--- config.mk ---
export PLATFORM = sky130hd
export DESIGN_NAME = quad_decoder
export DESIGN_NICKNAME = d
export VERILOG_FILES = /design/src/rtl/quad_decoder.sv
export SDC_FILE = /design/constraint.sdc
export NUM_CORES = 1
export LEC_CHECK = 0
export CAP_MARGIN = 20
export CORE_MARGIN = 4
export CORE_UTILIZATION = 45
export CTS_BUF_LIST = sky130_fd_sc_hd__clkbuf_16
export CTS_CLUSTER_DIAMETER = 120
export DETAILED_ROUTE_END_ITERATION = 16
export PLACE_DENSITY = 0.66
export SYNTH_ARGS = -nofsm -noshare
export SYNTH_HDL_FRONTEND = slang
export SYNTH_SLANG_ARGS = --single-unit
--- constraint.sdc ---
create_clock -name clk -period 4.7 [get_ports clk]
set_clock_uncertainty 0.2 [all_clocks]
set_input_delay 0.94 -clock clk [delete_from_list [all_inputs] [get_ports clk]]
set_output_delay 0.94 -clock clk [all_outputs]
set_load 0.02 [all_outputs]
--- src/rtl/quad_decoder.sv ---
// rtl/quad_decoder.sv - x4 quadrature decoder with glitch filter and position counter
//
// Synchronizes and filters encoder phases A/B, decodes every single-phase
// Gray-code edge into an up/down step of a loadable position counter, and
// raises a sticky error when both filtered phases change on the same edge.
//
// Ports:
//   clk       system clock, rising edge
//   areset    asynchronous active-high reset
//   qa, qb    encoder phases, asynchronous to clk
//   en        counting enable (phase tracking continues while low)
//   load      synchronous load of count from loaddata
//   loaddata  value written on load
//   err_clr   clears the sticky error flag
//   count     position, modulo 2^WIDTH
//   dir       direction of last counted step (1 = up)
//   step      one-cycle pulse per counted step
//   err       sticky illegal-transition flag

module quad_decoder #(
   parameter int WIDTH = 32,
   parameter int FILT  = 4
) (
   input  logic             clk,
   input  logic             areset,
   input  logic             qa,
   input  logic             qb,
   input  logic             en,
   input  logic             load,
   input  logic [WIDTH-1:0] loaddata,
   input  logic             err_clr,
   output logic [WIDTH-1:0] count,
   output logic             dir,
   output logic             step,
   output logic             err
);

   localparam int              CW      = (FILT > 1) ? $clog2(FILT) : 1;
   localparam logic [CW-1:0]   CNT_MAX = CW'(FILT - 1);
   localparam logic [WIDTH-1:0] ONE    = WIDTH'(1);

   // Position of a {a,b} pair along the forward Gray sequence 00-10-11-01.
   function automatic logic [1:0] gray_pos(input logic [1:0] ab);
      logic [1:0] p;
      case (ab)
         2'b00:   p = 2'd0;
         2'b10:   p = 2'd1;
         2'b11:   p = 2'd2;
         default: p = 2'd3;
      endcase
      return p;
   endfunction

   logic             sa1_q, sa1_d, sa_q, sa_d;
   logic             sb1_q, sb1_d, sb_q, sb_d;
   logic             fa_q, fa_d, fb_q, fb_d;
   logic [CW-1:0]    ca_q, ca_d, cb_q, cb_d;
   logic             primed_q, primed_d;
   logic [1:0]       init_q, init_d;
   logic [WIDTH-1:0] count_q, count_d;
   logic             dir_q, dir_d;
   logic             step_q, step_d;
   logic             err_q, err_d;

   logic [1:0]       old_ab, new_ab, chg, pos_next;
   logic             valid, illegal, is_up;

   always_comb begin
      sa1_d    = qa;
      sa_d     = sa1_q;
      sb1_d    = qb;
      sb_d     = sb1_q;
      fa_d     = fa_q;
      fb_d     = fb_q;
      ca_d     = ca_q;
      cb_d     = cb_q;
      primed_d = primed_q;
      init_d   = init_q;

      if (!primed_q) begin
         // Third edge after reset release: adopt the synchronized phases
         // as-is so a resting encoder never produces a step or an error.
         if (init_q == 2'd2) begin
            primed_d = 1'b1;
            fa_d     = sa_q;
            fb_d     = sb_q;
         end else begin
            init_d = init_q + 2'd1;
         end
      end else begin
         if (sa_q != fa_q) begin
            if (ca_q == CNT_MAX) begin
               fa_d = sa_q;
               ca_d = '0;
            end else begin
               ca_d = ca_q + 1'b1;
            end
         end else begin
            ca_d = '0;
         end

         if (sb_q != fb_q) begin
            if (cb_q == CNT_MAX) begin
               fb_d = sb_q;
               cb_d = '0;
            end else begin
               cb_d = cb_q + 1'b1;
            end
         end else begin
            cb_d = '0;
         end
      end
   end

   // Decode uses this cycle's filter result so the step lands on the same
   // edge as the filtered bit.
   always_comb begin
      old_ab   = {fa_q, fb_q};
      new_ab   = {fa_d, fb_d};
      chg      = old_ab ^ new_ab;
      pos_next = gray_pos(old_ab) + 2'd1;
      valid    = primed_q && ((chg == 2'b01) || (chg == 2'b10));
      illegal  = primed_q && (chg == 2'b11);
      is_up    = (gray_pos(new_ab) == pos_next);
   end

   always_comb begin
      count_d = count_q;
      dir_d   = dir_q;
      step_d  = 1'b0;
      err_d   = err_q;

      if (err_clr) begin
         err_d = 1'b0;
      end

      if (load) begin
         count_d = loaddata;
      end else if (en && valid) begin
         step_d = 1'b1;
         dir_d  = is_up;
         if (is_up) begin
            count_d = count_q + ONE;
         end else begin
            count_d = count_q - ONE;
         end
      end

      // Placed after err_clr so a same-cycle set wins.
      if (en && illegal) begin
         err_d = 1'b1;
      end
   end

   always_ff @(posedge clk or posedge areset) begin
      if (areset) begin
         sa1_q    <= 1'b0;
         sa_q     <= 1'b0;
         sb1_q    <= 1'b0;
         sb_q     <= 1'b0;
         fa_q     <= 1'b0;
         fb_q     <= 1'b0;
         ca_q     <= '0;
         cb_q     <= '0;
         primed_q <= 1'b0;
         init_q   <= 2'd0;
         count_q  <= '0;
         dir_q    <= 1'b0;
         step_q   <= 1'b0;
         err_q    <= 1'b0;
      end else begin
         sa1_q    <= sa1_d;
         sa_q     <= sa_d;
         sb1_q    <= sb1_d;
         sb_q     <= sb_d;
         fa_q     <= fa_d;
         fb_q     <= fb_d;
         ca_q     <= ca_d;
         cb_q     <= cb_d;
         primed_q <= primed_d;
         init_q   <= init_d;
         count_q  <= count_d;
         dir_q    <= dir_d;
         step_q   <= step_d;
         err_q    <= err_d;
      end
   end

   assign count = count_q;
   assign dir   = dir_q;
   assign step  = step_q;
   assign err   = err_q;

endmodule

==> metrics.txt, run 1 <==
worst-path maximum fanout 16; Final setup violation count 0; Seq cells post-synth 48; vias in the first global route 3772; port bufs 73; area of the multi-input gates 0.00261 sq mm; Post-Syn Area per Cell 8.27 sq um; syn_nets 557; Diodes inserted 0; row count 34; achievable frequency 226 MHz; Fin Setup TNS 0 ns; Worst R2R Path Depth 16; largest net degree at the start of global routing 49; Final Util 58.2%; minimum clock period 4.43 ns; Post-synth EDFFs 0; Critical Path Source init_q[1]; via count 3789; Cells after Synth 480; initial antenna violation count 0; Setup Buffers After CTS 0; hpwl dp 7980 um; CTS tree done; grt ovf 0; Worst Setup EP count[30]; Iter 0 DRT Violations 141; Relative slew margins 39.0%; M1 GR Usage 28.5%; gpl congestion 0.962; root buffer cell clkbuf_16; Area growth, synth to finish 26.5%; final hold vios 0; Worst-Margin Slew 0.911 ns; met3 Use GR 3.21%; met2 usage 35.9%; CTS resizes 0; FF-to-FF End count[30]; starting density of the core 46.0%; Cells on Worst Hold Path 0; status completed; Storage cell area 0.00120 sq mm; busiest grt layer met2; Synth cell types 57; # hold bufs at CTS 0; RSZ-0062 raised after global routing false; clock edge transition at the registers on the reported setup and hold paths 0.07 ns; R2R Path Start init_q[1]; Async S/R FF share, synth 100%; synthesized cell area 0.00397 sq mm; fin cells 654; layout net count 622; CP startpoint kind register; clock sink total 48; number of CTS-inserted buffers 5; WL final 10600 um; post-placement cell count 645; Via-to-Cell Ratio 5.79; top_reg_cell synth dfrtp_1; synth top area cells dfrtp_1 30%, ha_1 12%, a21oi_1 6.8%; crit share post-route 94.2%; core area 0.00864 sq mm; Crit path required time 4.68 ns; global-route wire length before repair 17900 um; remaining antenna violation count 0; post-synth top area cell dfrtp_1; Max-Cap Viols 0; H-tree levels 2; clk buf depth 2; residual DRC count 0; layout cell share with drive strength beyond 1 6.96%; Clock Latency Late Sink 0.29 ns; per-cell routed wire length 16.3 um; Hold/Removal Path Class reg -> reg; Die Y-Extent 102 um; arrival time at the worst endpoint 4.41 ns; Yosys top cell area share 30.2%; Synthesis Warnings 0; Slew Viols, Final 0; width of the die 102 um; Top Ports 74; Hold Slack 0.150 ns; Setup crit end kind register; total track usage 21.3%; Die Area 0.0104 sq mm; post-synthesis sequential area ratio 30.2%; WS Path Type reg -> reg; first-pass detailed-route iteration total 4; Fillers 798; flop2flop setup slack 0.27 ns
## flip-flops by register name, indices dropped and copies added, names as in the netlist, 2 cells and up
| name | count |
|---|---|
| ca_q | 2 |
| cb_q | 2 |
| count | 32 |
| init_q | 2 |
## critical path: stages, from the launching register on
cell      delay, ns
dfrtp_1        0.39
ha_1           0.20
nor2b_1        0.14
a21oi_1        0.16
mux2_2         0.37
or3_1          0.31
mux2_4         0.40
buf_12         0.19
ha_1           0.38
a21o_1         0.26
a31oi_4        0.20
o21ai_2        0.10
a211oi_4       0.27
a21oi_2        0.15
a41oi_2        0.21
xnor2_1        0.08
a221o_1        0.31
## cells in the final DEF, fill, tap and decap left out, types with 3 or more instances in the layout
cell	count
clkdlybuf4s50_1	72
a21oi_1	54
dfrtp_1	48
nand2_1	47
ha_1	37
o21ai_0	36
nor2_1	31
inv_1	21
xnor2_1	15
a21o_1	15
nand3_1	13
and3_1	13
nor3_1	12
xor2_1	10
buf_4	8
o21a_1	7
mux2i_1	6
o21bai_1	6
nand4_1	6
o22ai_1	6
o211ai_1	5
clkbuf_16	5
nor4_1	4
o31ai_1	3
o21ai_1	3
a31oi_1	3
a221o_1	3
a2bb2oi_1	3
nor2b_1	3
mux2_2	3
a21boi_0	3
or2_2	3
## Yosys cell counts (4+ instances only)
| library cell | instances |
|---|---|
| xnor2_1 | 15 |
| o21ai_0 | 37 |
| clkbuf_1 | 17 |
| nand4_1 | 6 |
| a21oi_1 | 54 |
| dfrtp_1 | 48 |
| nand3_1 | 13 |
| o21bai_1 | 6 |
| inv_1 | 22 |
| nor3_1 | 12 |
| a21o_1 | 15 |
| o211ai_1 | 5 |
| nand2_1 | 47 |
| nor4_1 | 4 |
| xor2_1 | 10 |
| ha_1 | 37 |
| o22ai_1 | 6 |
| mux2i_1 | 6 |
| o21a_1 | 7 |
| buf_2 | 4 |
| mux2_2 | 4 |
| and3_1 | 13 |
| nor2_1 | 31 |
## layout make-up
cell class / count / share of cell area [%]
Multi-Input combinational cell: 385 / 51.9
Timing Repair Buffer: 83 / 16.4
Inverter: 22 / 1.64
Tap cell: 108 / 2.69
Sequential cell: 48 / 23.9
Clock inverter: 3 / 0.946
Clock buffer: 5 / 2.49
## worst min-delay path by stage
stage | endpoint | start | slack (ns)
after global routing | sa_q | sa1_q | 0.16
final | sb_q | sb1_q | 0.15
after global placement | sb_q | sb1_q | 0.14
after CTS | sb_q | sb1_q | 0.15
after floorplan | sa_q | sa1_q | 0.13
after detailed placement | sb_q | sb1_q | 0.14
## metrics by stage
step	worst slack (ns)	cell area, sq um
floorplan	0.509	3970
detailed placement	0.155	4800
global placement	0.253	4800
global route	0.00366	5020
CTS	0.138	4970
finish	0.272	5020
## cells by family (layout without fill, tap and decap cells)
logic type      Yosys count  count (layout)  synth area share (%)
flops                    48              48                  30.2
buf+inv                  47             113                  4.85
compound gates          168             168                  27.1
fa+ha+maj                38              38                  12.2
xor+xnor                 25              25                  5.51
simple gates            144             144                  17.5
mux                      10              10                  2.65
## routing by layer
metal | share of wire (%) | up-vias
met2 | 48 | 99
met4 | 1.3 | 0
met3 | 5.2 | 10
li1 | - | 1880
met5 | 0 | -
met1 | 46 | 1800
Power of run 1 is not shown: default switching activity piles up to over one toggle a cycle in this logic, so the estimate is an artifact.
==> inputs of run 2 (changes only) <==
--- a/config.mk
+++ b/config.mk
@@ -6,7 +6,7 @@
 export NUM_CORES = 1
 export LEC_CHECK = 0
 export CAP_MARGIN = 20
-export CORE_MARGIN = 4
+export CORE_MARGIN = 2
 export CORE_UTILIZATION = 45
 export CTS_BUF_LIST = sky130_fd_sc_hd__clkbuf_16
 export CTS_CLUSTER_DIAMETER = 120
==> metrics.txt, run 2 (synthesis results as in run 1) <==
Iter 0 DRT Violations 139; CTS tree done; Max-Cap Viols 0; Die Area 0.00959 sq mm; Crit-path slowest cell mux2_4; flop2flop setup slack 0.29 ns; layout cell share with drive strength beyond 1 8.01%; total track usage 21.9%; Final WS setup 0.289 ns; global-route wire length before repair 17700 um; arrival time at the worst endpoint 4.39 ns; core area 0.00864 sq mm; RSZ-0062 raised after global routing false; layout net count 625; vias in the first global route 3721; starting density of the core 46.0%; WS Path Type reg -> reg; Crit path required time 4.68 ns; status completed; final hold vios 0; width of the die 97.9 um; Finished Cell Area 0.00506 sq mm; Die Y-Extent 97.9 um; Setup crit end kind register; Hold/Removal Path Class reg -> reg; minimum clock period 4.41 ns; gpl congestion 0.919; remaining antenna violation count 0; root buffer cell clkbuf_16; Top Ports 74; worst-path cell chain inv_1 -> ha_1 -> nor2b_1 -> a21oi_1 -> mux2_2 -> or3_1 -> mux2_4 -> buf_4 -> ha_2 -> a21oi_1 -> o21ai_1 -> or2_2 -> nor3b_1 -> a21oi_2 -> a41oi_2 -> xnor2_1 -> a221o_1; Diodes inserted 0; Setup Buffers After CTS 0; Via-to-Cell Ratio 5.75; WL final 10300 um; Relative slew margins 40.5%; number of flip-flops in the largest register 32; pre-CTS setup slack -0.0595 ns; largest net degree at the start of global routing 49; Worst-Margin Slew 0.892 ns; commonest non-fill, non-tap cells in the layout 72 x clkdlybuf4s50_1, 53 x a21oi_1, 48 x dfrtp_1; first-pass detailed-route iteration total 6; clock edge transition at the registers on the reported setup and hold paths 0.07 ns; Final setup violation count 0; residual DRC count 0; number of CTS-inserted buffers 5; grt ovf 0; port bufs 73; hpwl dp 7530 um; per-cell routed wire length 15.7 um; Crit path top cell by count a21oi_1; Placement Cell Area 0.00481 sq mm; Slew Viols, Final 0; H-tree levels 2; worst stage delay on the critical path 0.38 ns; initial antenna violation count 0; clock sink total 48; commonest non-fill, non-tap cell in the layout clkdlybuf4s50_1; Area growth, synth to finish 27.3%; CP startpoint kind register; row count 34; Hold Slack 0.151 ns; crit share post-route 93.9%; clk buf depth 2; Clock Latency Late Sink 0.29 ns; worst-path maximum fanout 16; via count 3781; achievable frequency 227 MHz
==> run 2: layout make-up <==
| cell class | count | area (sq um) |
|---|---|---|
| well taps | 108 | 135 |
| flip-flops and latches | 48 | 1200 |
| clock buffers | 5 | 125 |
| fillers | 824 | 3580 |
| clock inverters | 3 | 68.8 |
| repair buffers | 86 | 836 |
| multi-input cells | 385 | 2610 |
| inverters | 22 | 82.6 |
==> run 2: stage by stage <==
step | std cells | setup TNS (ns) | util [%]
6_report | 657 | 0 | 58.5
5_1_grt | 657 | 0 | 58.5
4_1_cts | 656 | 0 | 58.0
3_5_place_dp | 648 | -0.0595 | 55.7
3_3_place_gp | 648 | 0 | 55.7
2_1_floorplan | 480 | 0 | -
==> run 2: critical path: cells and delay by family (launching register included) <==
kind | cells | cell delay, ns
AO/OA/AOI/OAI | 6 | 1.13
AND/OR/NAND/NOR | 4 | 0.99
multiplexers | 2 | 0.75
adder cells (fa/ha/maj) | 2 | 0.52
flip-flops | 1 | 0.32
buffers and inverters | 2 | 0.29
XOR/XNOR | 1 | 0.09
==> run 2: repair_timing <==
item,4_1_cts,5_1_grt
hold buffers,0,0
endpoints found under the setup margin,1,7
gates resized for setup,1,8
==> run 2: final timing paths <==
| kind | from | endpoint | cells after the start |
|---|---|---|---|
| max | init_q[0] | count[30] | 17 |
| min | sb1_q | sb_q | 0 |
| max reg2reg | init_q[0] | count[30] | 17 |
| min reg2reg | sb1_q | sb_q | 0 |
| max in group asynchronous | areset | count[17] | 3 |
| min in group asynchronous | areset | sb_q | 2 |
==> run 2: metal layers <==
| layer | vias to the layer above | wire [um] | GRT usage [%] |
|---|---|---|---|
| met5 | - | 0 | 0 |
| met4 | 0 | 130 | 4.49 |
| met1 | 1800 | 5050 | 31.1 |
| met3 | 14 | 418 | 3.29 |
| li1 | 1886 | - | - |
| met2 | 81 | 4720 | 35.6 |
Power of run 2 is left out for the same reason.
